===== src/rtl/usr_pkg.sv =====
// Shared types for the USR operation sequencer: op codes, FSM states, width.
package usr_pkg;

    localparam int USR_WIDTH = 4;

    typedef enum logic [1:0] {
        OP_HOLD = 2'b00,
        OP_SHR  = 2'b01,
        OP_SHL  = 2'b10,
        OP_LOAD = 2'b11
    } op_e;

    typedef enum logic [1:0] {
        ST_IDLE   = 2'b00,
        ST_DRIVE  = 2'b01,
        ST_SETTLE = 2'b10,
        ST_RESP   = 2'b11
    } state_e;

    // LOAD always takes one cycle; a zero count still means one cycle.
    function automatic logic [3:0] eff_count(op_e op, logic [3:0] cnt);
        if (op == OP_LOAD || cnt == 4'd0) begin
            return 4'd1;
        end
        return cnt;
    endfunction

endpackage


===== src/rtl/usr_op_sequencer.sv =====
// Sequences one command onto a 4-bit universal shift register and
// returns the register contents once the operation has settled.
module usr_op_sequencer
    import usr_pkg::*;
(
    input  logic                 clk,
    input  logic                 reset,
    input  logic                 cmd_valid,
    output logic                 cmd_ready,
    input  logic [1:0]           cmd_op,
    input  logic [USR_WIDTH-1:0] cmd_data,
    input  logic [3:0]           cmd_count,
    input  logic                 cmd_sin,
    output logic [1:0]           select,
    output logic [USR_WIDTH-1:0] p_din,
    output logic                 s_right_din,
    output logic                 s_left_din,
    input  logic [USR_WIDTH-1:0] p_dout,
    output logic                 rsp_valid,
    input  logic                 rsp_ready,
    output logic [USR_WIDTH-1:0] rsp_data,
    output logic                 busy
);

    state_e               state_q, state_d;
    op_e                  op_q, op_d;
    logic [USR_WIDTH-1:0] data_q, data_d;
    logic                 sin_q, sin_d;
    logic [3:0]           cnt_q, cnt_d;
    logic [USR_WIDTH-1:0] rsp_data_q, rsp_data_d;

    always_ff @(posedge clk) begin
        if (reset) begin
            state_q <= ST_IDLE;
        end else begin
            state_q <= state_d;
        end
    end

    always_comb begin
        state_d = state_q;
        unique case (state_q)
            ST_IDLE:   if (cmd_valid) state_d = ST_DRIVE;
            ST_DRIVE:  if (cnt_q == 4'd1) state_d = ST_SETTLE;
            ST_SETTLE: state_d = ST_RESP;
            ST_RESP:   if (rsp_ready) state_d = ST_IDLE;
            default:   state_d = ST_IDLE;
        endcase
    end

    always_ff @(posedge clk) begin
        if (reset) begin
            op_q       <= OP_HOLD;
            data_q     <= '0;
            sin_q      <= 1'b0;
            cnt_q      <= 4'd0;
            rsp_data_q <= '0;
        end else begin
            op_q       <= op_d;
            data_q     <= data_d;
            sin_q      <= sin_d;
            cnt_q      <= cnt_d;
            rsp_data_q <= rsp_data_d;
        end
    end

    // Command capture, DRIVE down-count and the SETTLE snapshot of p_dout.
    always_comb begin
        op_d       = op_q;
        data_d     = data_q;
        sin_d      = sin_q;
        cnt_d      = cnt_q;
        rsp_data_d = rsp_data_q;
        if (state_q == ST_IDLE && cmd_valid) begin
            op_d   = op_e'(cmd_op);
            data_d = cmd_data;
            sin_d  = cmd_sin;
            cnt_d  = eff_count(op_e'(cmd_op), cmd_count);
        end
        if (state_q == ST_DRIVE) begin
            cnt_d = cnt_q - 4'd1;
        end
        if (state_q == ST_SETTLE) begin
            rsp_data_d = p_dout;
        end
    end

    always_comb begin
        select      = OP_HOLD;
        p_din       = '0;
        s_right_din = 1'b0;
        s_left_din  = 1'b0;
        cmd_ready   = (state_q == ST_IDLE);
        rsp_valid   = (state_q == ST_RESP);
        busy        = (state_q != ST_IDLE);
        rsp_data    = rsp_data_q;
        if (state_q == ST_DRIVE) begin
            select      = op_q;
            p_din       = data_q;
            s_right_din = sin_q;
            s_left_din  = sin_q;
        end
    end

endmodule


===== config.mk =====
export PLATFORM = sky130hd
export DESIGN_NAME = usr_op_sequencer
export DESIGN_NICKNAME = d
export VERILOG_FILES = /design/src/rtl/usr_pkg.sv /design/src/rtl/usr_op_sequencer.sv
export SDC_FILE = /design/constraint.sdc
export NUM_CORES = 1
export LEC_CHECK = 0
export ABC_AREA = 0
export CORE_AREA = 2 2 57 46
export CTS_BUF_LIST = sky130_fd_sc_hd__clkbuf_8
export CTS_CLUSTER_SIZE = 28
export DETAILED_ROUTE_END_ITERATION = 6
export DIE_AREA = 0 0 59 48
export HOLD_SLACK_MARGIN = 0.12
export PLACE_DENSITY = 0.72
export RECOVER_POWER = 50
export SYNTH_ARGS = -nofsm -noshare
export SYNTH_HDL_FRONTEND = slang
export SYNTH_SLANG_ARGS = --single-unit

===== constraint.sdc =====
create_clock -name clk -period 4.2 [get_ports clk]
set_input_delay 0.84 -clock clk [delete_from_list [all_inputs] [get_ports clk]]
set_output_delay 0.84 -clock clk [all_outputs]
set_load 0.005 [all_outputs]

== After elaboration in Yosys (flattened, before gate mapping) ==
Cells that the tools add are included.

* Multiplexer cells: 13
* $add $sub $neg: 1
* Eq/ne operators: 8
* Reductions and logical operators: 7

{| class="wikitable"
|+ Operator list
! cell !! number
|-
| 2-to-1 mux 4 bit || 5
|-
| 2-to-1 mux 2 bit || 4
|-
| case mux 2 bit (4 select lines) || 1
|-
| equality test 2 bit (second input constant) || 3
|-
| equality test 4 x 1 -> 1 bit (second input constant) || 1
|-
| zero test 4 bit || 1
|-
| inequality test 2 bit (second input constant) || 2
|-
| nonzero test 2 bit || 2
|-
| subtractor 4 x 1 -> 4 bit (second input constant) || 1
|-
| 2-to-1 mux 1 bit || 3
|-
| AND reduction 3 bit || 1
|-
| equality test 2 x 1 -> 1 bit (second input constant) || 1
|-
| zero test 2 bit || 1
|-
| inequality test 2 x 1 -> 1 bit (second input constant) || 1
|-
| logical AND 1 bit || 1
|-
| logical OR 1 bit || 1
|}

* Flip-flop bits (word level): 17
* Logic and storage cells: 35
* Output and inout port bits: 15
* Input port bits: 19

== Logic depth before layout (Yosys ltp) ==
* Depth in word-level cells: 7
* Depth in mapped cells: 6
* Depth with buffers taken out: 5

== Worst setup path after synthesis ==
No wires, ideal clock.

* Kind: register to output
* Start point: register state_q[1]
* End point: output port s_right_din
* Data required time: 3.360 ns
* Path slack: 2.244 ns
* Stages on the path, launching flop included: 6
* Path buffers: 2
* Data arrival time: 1.116 ns
* Cell sequence: dfxtp_1 > inv_1 > ha_1 > clkbuf_1 > and2_1 > buf_4

* Word-level cells in the longest chain between the ends: 2

{| class="wikitable"
|+ RTL lines
! what !! line !! source
|-
| from (decl) || usr_op_sequencer.sv:25 || <nowiki>state_e state_q, state_d;</nowiki>
|-
| from (signal assigned) || usr_op_sequencer.sv:36 || <nowiki>state_q <= state_d;</nowiki>
|-
| equality test 2 x 1 -> 1 bit || usr_op_sequencer.sv:97 || <nowiki>if (state_q == ST_DRIVE) begin</nowiki>
|-
| 2-to-1 mux 1 bit || - ||
|-
| to (decl) || usr_op_sequencer.sv:16 || <nowiki>output logic s_right_din,</nowiki>
|}

No other way between the ends.

== Worst setup path after layout ==
* Start point: register state_q[1]
* End point: output port s_left_din

* Word-level cells in the longest chain between the ends: 2

{| class="wikitable"
|+ RTL lines
! what !! line !! source
|-
| equality test 2 x 1 -> 1 bit || usr_op_sequencer.sv:97 ||
|-
| 2-to-1 mux 1 bit || usr_op_sequencer.sv:97 ||
|-
| to (decl) || usr_op_sequencer.sv:17 || <nowiki>output logic s_left_din,</nowiki>
|}

No other way between the ends.

==> run metrics <==
die area 2830 µm²; PD cells 534 nW/µm²; FILL cells 205; core area 2210 µm²; Peak supply drop 0.000223 V; total of max-cap violations 0; synth top area cells dfxtp_1 (40%), ha_1 (8.7%), nand2_1 (7.9%); Reg-to-Reg End cnt_q[3]; routed via count 794; Die X 59 µm; worst slew pin tran 0.660 ns; Cell Rows 15; nets 160; Seq/Total Area, Yosys 39.6%; H-Tree Depth 1; total global routing overflow 0; Clk pwr share 19.1%; clock buffer depth 2; EDFF count, synth 0; Mapped Area 860 µm²; fin util 56.0%; worst min-delay path class register to register; Final TNS setup 0 ns; status complete, no violations; number of global-route vias before repair 716; post-synth cell types 27; Arrival @ worst endpoint 1.83 ns; GRT Util Overall 15.1%; RSZ-0062 raised after global routing no; LEAKAGE 0.488 nW; R2R setup slack 2.43 ns; Max Slew Vio Count 0; CTS sink count 17; Synth area leader dfxtp_1; switch share 35.4%; total chip power 0.663 mW; CTS hold repair buffers 0; Worst Reg-to-Reg Cells 5; Post-CTS Setup Inserts 0; #FFs+latches synth 17; largest net degree at the start of global routing 19; Slew HR 55.8%; skew final 0.00880 ns; Post-DRT Antenna Nets 0; share of cells above drive strength 1 3.73%; CP endpoint kind output port; area delta synth->final 44.4%; Comb power frac 45.5%; Die Span Y 48 µm; antenna diode count 0; top_reg_cell synth dfxtp_1; I/O Buffers 33; first-pass GRT wire length 3.08 mm; fmax 375 MHz; IO Pins 34; Pint 0.428 mW; register area 340 µm²; crit path launch state_q[1]; critical path endpoint s_left_din; DR iter-0 viols 23; Layout Cells excl Fill 159; Setup-failing EPs final 0; vias per inst 4.99; share of synthesized flip-flops with an asynchronous set or reset 0%; hpwl dp 1.59 mm; top cell type's share of synthesized area 39.6%; Placed Cells 155; post_cts resized 0; min Tclk post-route 2.67 ns; initial antenna violation count 0; fin crit share 63.5%; Switch Pwr 0.234 mW; share of power burned in registers 35.4%; worst hold stages 2; worst skew pair latency 0.26 ns; critical path class register to output port; Multi-input gate area 470 µm²; Worst EP required 3.36 ns; CTS tree built; Worst Setup Start Kind register; Residual DRC 0; root buffer cell clkbuf_8; CTS Buf Count 3; worst r2r src state_q[1]; Starting Density 38.8%; clk slew on worst S/H paths 0.07 ns; Initial DRT Pass Iterations 3; Post-Syn Instances 103; Wirelength per Cell 13.1 µm; DRT Wirelength 2.08 mm; Mapped Avg Cell Area 8.35 µm²; GP Congestion 0.722; synth warn 0; final hold vios 0; Post-Syn Nets 128; Critical Path Fanout Max 16
-- sequential cells by signal, indices dropped and copies added (netlist names) --
signal,flops
rsp_data,4
cnt_q,4
sin_q,1
data_q,4
op_q,2
state_q,2
-- worst min path at each step --
stage,from,end,slack (ns)
after global placement,data_q[0],data_q[0],0.44
after detailed placement,data_q[3],data_q[3],0.44
after floorplan,data_q[0],data_q[0],0.43
final,data_q[3],data_q[3],0.45
after global routing,data_q[0],data_q[0],0.47
after CTS,data_q[3],data_q[3],0.45
-- cells in the mapped netlist (2+ instances only) --
library cell,count
clkbuf_1,5
mux2i_1,5
nand3b_1,2
inv_1,6
dfxtp_1,17
nand2_1,18
a21oi_1,7
ha_1,6
nor2_1,4
or3_1,2
and2_1,8
nand2b_1,3
a31oi_1,4
nand3_1,3
-- per-stage QoR --
stage	worst slack, ns	area, µm²	hold WS [ns]
after detailed placement	1.81	1190	0.444
final	1.53	1240	0.450
after floorplan	2.24	860	0.432
after global placement	1.87	1190	0.441
after global routing	1.40	1240	0.472
after CTS	1.53	1240	0.453
-- cells in the final DEF, fill, tap and decap left out, drive strengths merged, types with 4 or more instances in the layout --
master         instances
nand2                 18
ha                     6
and2                   8
a31oi                  4
a21oi                  7
mux2i                  5
dfxtp                 17
clkdlybuf4s50         29
dlygate4sd3            4
inv                    6
nor2                   4
-- cell families after synthesis --
group	share of synthesized area, %
adders and majority gates	8.73
DFF	39.6
AOI/OAI and AO/OA	11.5
muxes	5.82
and+or+nand+nor	28.7
buffers and inverters	5.68
-- power by group through the flow --
| stage | combinational (mW) | sequential [mW] | clock [mW] |
|---|---|---|---|
| 3_3_place_gp | 0.293 | 0.236 | 0 |
| 2_1_floorplan | 0.192 | 0.231 | 0 |
| 4_1_cts | 0.305 | 0.235 | 0.129 |
| 3_5_place_dp | 0.302 | 0.239 | 0 |
| 6_report | 0.301 | 0.235 | 0.127 |
| 5_1_grt | 0.340 | 0.239 | 0.135 |
-- critical path: stages, from the launching register on --
cell,delay [ns]
dfxtp_1,0.34
inv_1,0.08
ha_1,0.42
and2_1,0.22
clkdlybuf4s50_1,0.52
-- routing by layer --
metal	track usage [%]	up-vias	wire (µm)	share of wire (%)
met4	4.09	0	10	0.48
met1	18.5	369	947	46
met2	25.3	18	995	48
li1	-	405	-	-
met5	0	-	0	0
met3	5.95	2	122	5.9
-- layout make-up --
cell class	count	share of cell area (%)
Multi-Input combinational cell	74	37.9
Sequential cell	17	27.4
Timing Repair Buffer	33	26.6
Clock buffer	3	3.33
Tap cell	25	2.52
Inverter	6	1.81
Clock inverter	1	0.403
(Power assumes the default switching activity.)
==> patch 1, RTL diff (same flow settings) <==
`USR_WIDTH`: 4 -> 6.
--- a/src/rtl/usr_pkg.sv
+++ b/src/rtl/usr_pkg.sv
@@ -3,3 +3,3 @@
 
-    localparam int USR_WIDTH = 4;
+    localparam int USR_WIDTH = 6;
 
Interface: changed (resized cmd_data, p_din, p_dout and rsp_data); port bits go from 34 to 42. The function was not compared with the original's and may differ.
==> patch 1 against the original RTL <==
Clock skew fell by 0.0050 ns. Sequential cell count grew 4. Area after synthesis rose by 17%. Total power rose by 13%. Setup slack lost 0.0095 ns. Cell count grew 15%. Non-clock buffer count increased by 8. Global-route usage rose by 1.9 points. Maximum frequency down 0.35%. Routed wire length increased by 9.4%. First-iteration DRC count rose by 8.7%. Cell area increased by 18%. Register-to-register slack got worse by 0.04 ns. Largest cell class unchanged. Highest routed layer unchanged.
==> patch 1: results <==
metrics = {
    "outcome": {
        "status": "finished clean",
    },
    "global_route": {
        "grt_pass1_wl_um": 3480,
        "grt_use_met1_pct": 18.7,
        "gr-usage-met2_pct": 30.4,
        "grt_usage_pct": 17.0,
        "grt_pass1_vias": 845,
        "grt_max_degree": 23,
        "groute.layer.met3.usage_pct": 6.49,
    },
    "yosys": {
        "synthTopCellsByCount": "nand2_1, dfxtp_1, and2_1, a21oi_1, mux2i_1",
        "synth_area_leaders": "dfxtp_1, nand2_1, ha_1, mux2i_1, and2_1",
        "yosysSeqAreaShare_pct": 41.8,
        "muxShareOfSynthArea_pct": 6.97,
        "synth_cell_type_count": 28,
        "synth_top_family_by_area": "simple AND/OR/NAND/NOR gates",
        "yosysWarnings": 0,
        "syn_nets": 148,
        "synth_compound_area_share_pct": 10.8,
        "synth_fa_ha_area_share_pct": 7.46,
        "synth-xor-area-share_pct": 0,
    },
    "cts": {
        "cts_max_path_buffers": 2,
        "cts_root_buffer": "clkbuf_8",
    },
    "power": {
        "p_leak_nw": 0.573,
        "ir_worst_vdd_uv": 336,
    },
    "place": {
        "port_buffers": 41,
        "post-dp-hpwl_um": 1690,
        "dpl_cell_area_mm2": 0.00142,
        "place.gp.congestion": 0.710,
        "dp_slack_ns": 1.78,
    },
    "detailed_routing": {
        "drt_iter0_drc": 25,
        "vias_per_cell": 5.06,
        "avgRoutedWirePerCell_um": 12.4,
        "firstDrtPassIters": 4,
    },
    "cells_and_area": {
        "fin_nets": 188,
        "drive_gt1_share_pct": 2.53,
        "num-fill-cells": 210,
    },
    "hold_path": {
        "hp-class": "reg2reg",
    },
    "setup_path": {
        "critPathMaxFanout": 18,
        "slowest_delay_ns": 0.50,
    },
    "timing": {
        "fin_worst_skew_ns": 0.00384,
        "relSlewSlack_pct": 48.4,
    },
}
## patch 1: worst paths after layout
| path | slack (ns) | endpoint | from | cells after the start |
|---|---|---|---|---|
| hold reg to reg | 0.45 | data_q[2] | data_q[2] | 2 |
| setup reg to reg | 2.39 | cnt_q[3] | state_q[1] | 5 |
| setup / recovery | 1.52 | s_left_din | state_q[1] | 4 |
| hold / removal | 0.45 | data_q[2] | data_q[2] | 2 |
## patch 1: cells by family after synthesis
group,after synthesis
and+or+nand+nor,55
DFF,21
AOI/OAI and AO/OA,18
buffers and inverters,12
muxes,7
adders and majority gates,6
## patch 1: area by class of cell
type / instances / area, um2 / area share [%]
clock buffers: 3 / 41.3 / 2.82
well taps: 25 / 31.3 / 2.13
clock inverters: 1 / 3.75 / 0.256
repair buffers: 41 / 410 / 28.0
inverters: 6 / 22.5 / 1.54
flip-flops and latches: 21 / 420 / 28.7
multi-input cells: 86 / 537 / 36.6
## patch 1: routing by layer
metal	share of wire, %	vias to the layer above
li1	-	472
met1	47	416
met2	44	34
met3	7.7	4
met4	1.2	0
met5	0	-
## patch 1: stage by stage
step                      power (mW)  hold slack [ns]  cells
after global placement         0.619            0.438    179
final                          0.750            0.449    183
after CTS                      0.761            0.453    183
after floorplan                0.492            0.432    119
after detailed placement       0.632            0.445    179
after global routing           0.814            0.471    183
## patch 1: report_power, final
group | total [mW] | switching [mW] | leakage (nW) | internal [mW]
clock network | 0.126 | 0.0609 | 0.0269 | 0.0650
logic | 0.340 | 0.162 | 0.374 | 0.178
registers | 0.284 | 0.0323 | 0.172 | 0.252
## patch 1: worst register-to-register path: cells and delay by family (launching register included)
kind	cells	cell delay, ns
compound gates	1	0.15
fa+ha+maj	1	0.45
buf+inv	1	0.08
flops	1	0.34
simple gates	2	0.71
==> patch 2, RTL diff (same settings) <==
Without the edit above. Reset style: asynchronous (`reset`), changed in 2 clocked blocks.
--- a/src/rtl/usr_op_sequencer.sv
+++ b/src/rtl/usr_op_sequencer.sv
@@ -31,3 +31,3 @@
 
-    always_ff @(posedge clk) begin
+    always_ff @(posedge clk or posedge reset) begin
         if (reset) begin
@@ -50,3 +50,3 @@
 
-    always_ff @(posedge clk) begin
+    always_ff @(posedge clk or posedge reset) begin
         if (reset) begin
Behaviour: differs if reset is asserted again (counterexample within 4 cycles, from zero or initial values and one cycle with reset high); with reset held inactive, the same outputs for 10 cycles.
==> patch 2 against the original RTL <==
Area after synthesis rose by 3.8%. Sequential cell count did not move. Sequential share of layout area rose by 5.8 points. Setup slack got worse by 0.15 ns. Total power rose by 30%. Sequential power rose by 27%. Cell area rose by 3.3%. Routed wire length fell by 14%. Cell count fell by 14%. Largest power group unchanged.
==> patch 2: results <==
metrics = {
    "place": {
        "dpl_cell_area_mm2": 0.00123,
        "place.gp.congestion": 0.721,
        "post-dp-hpwl_um": 1390,
        "dp_slack_ns": 1.66,
    },
    "global_route": {
        "gr-usage-met2_pct": 22.2,
        "grt_pass1_wl_um": 2790,
        "grt_use_met1_pct": 17.4,
        "groute.layer.met3.usage_pct": 5.41,
        "grt_pass1_vias": 625,
        "grt_usage_pct": 13.8,
    },
    "yosys": {
        "synth_top_family_by_area": "multiplexers",
        "synth_area_leaders": "dfrtp_1, mux2_2, ha_1, and2_1, mux2_1",
        "synthArstFlopShare_pct": 100,
        "synth-xor-area-share_pct": 0.982,
        "synth_fa_ha_area_share_pct": 8.42,
        "syn_nets": 103,
        "yosysSeqAreaShare_pct": 47.7,
        "muxShareOfSynthArea_pct": 16.3,
        "synthTopCellsByCount": "dfrtp_1, mux2_2, and2_1, ha_1, inv_1",
        "synth_cell_type_count": 25,
    },
    "power": {
        "ir_worst_vdd_uv": 253,
        "netSwitchingFraction_pct": 32.3,
        "p_leak_nw": 0.539,
    },
    "cells_and_area": {
        "drive_gt1_share_pct": 12.6,
        "fin_nets": 137,
        "num-fill-cells": 184,
    },
    "detailed_routing": {
        "avgRoutedWirePerCell_um": 13.1,
        "drt_iter0_drc": 32,
        "vias_per_cell": 4.95,
    },
    "setup_path": {
        "r2r_end": "data_q[0]",
        "cp-startpoint": "state_q[1]",
        "r2r-start": "state_q[0]",
        "slowest_delay_ns": 0.50,
        "r2r_setup_slack_ns": 2.36,
        "worst-r2r-cell-count": 4,
    },
    "outcome": {
        "status": "finished clean",
    },
    "hold_path": {
        "hold_end": "sin_q",
        "hold_start": "sin_q",
        "hold_depth": 1,
    },
    "timing": {
        "fin_worst_skew_ns": 0.00328,
        "final.period_utilization_pct": 67.1,
    },
    "cts": {
        "htree_levels": 1,
    },
}
-- patch 2: cell count changes in the layout (fill, tap and decap cells not counted), sizes merged, moves of 4 or more --
cell and change:
a21oi -4, a31oi -4, dfrtp +17, dfxtp -17, mux2 +12, mux2i -4, nand2 -15
-- patch 2: metrics by stage --
stage / std cells / hold slack (ns)
floorplan: 78 / 0.449
global placement: 132 / 0.463
detailed placement: 132 / 0.478
CTS: 136 / 0.494
global route: 136 / 0.512
finish: 136 / 0.486
-- patch 2: metal layers --
metal,share of wire (%),up-vias
li1,-,337
met1,45,310
met2,47,22
met3,6.2,4
met4,1.4,0
met5,0,-
-- patch 2: worst max path at each step --
stage / endpoint / cells after the start
after floorplan: s_right_din / 6
after global placement: s_left_din / 4
after detailed placement: s_left_din / 4
after CTS: s_left_din / 4
after global routing: s_left_din / 4
final: s_left_din / 4
-- patch 2: kinds of logic (layout without fill, tap and decap cells) --
group	after synthesis	after routing
compound gates	12	12
xor+xnor	1	1
fa+ha+maj	6	6
buf+inv	12	45
flops	17	17
mux	13	13
simple gates	17	17
-- patch 2: area by class of cell --
type | count | area (um2) | area share [%]
sequential | 17 | 425 | 33.2
multi-input combinational | 49 | 415 | 32.4
timing repair buffer | 33 | 330 | 25.8
clock buffer | 3 | 41.3 | 3.22
inverter | 8 | 31.3 | 2.44
tap | 25 | 31.3 | 2.44
clock inverter | 1 | 7.51 | 0.585
-- patch 2: power by group through the flow --
stage / Combinational (mW) / Clock (mW) / Sequential, mW
3_3_place_gp: 0.433 / 0 / 0.299
4_1_cts: 0.446 / 0.129 / 0.300
6_report: 0.434 / 0.125 / 0.299
2_1_floorplan: 0.266 / 0 / 0.293
3_5_place_dp: 0.445 / 0 / 0.304
5_1_grt: 0.486 / 0.136 / 0.311
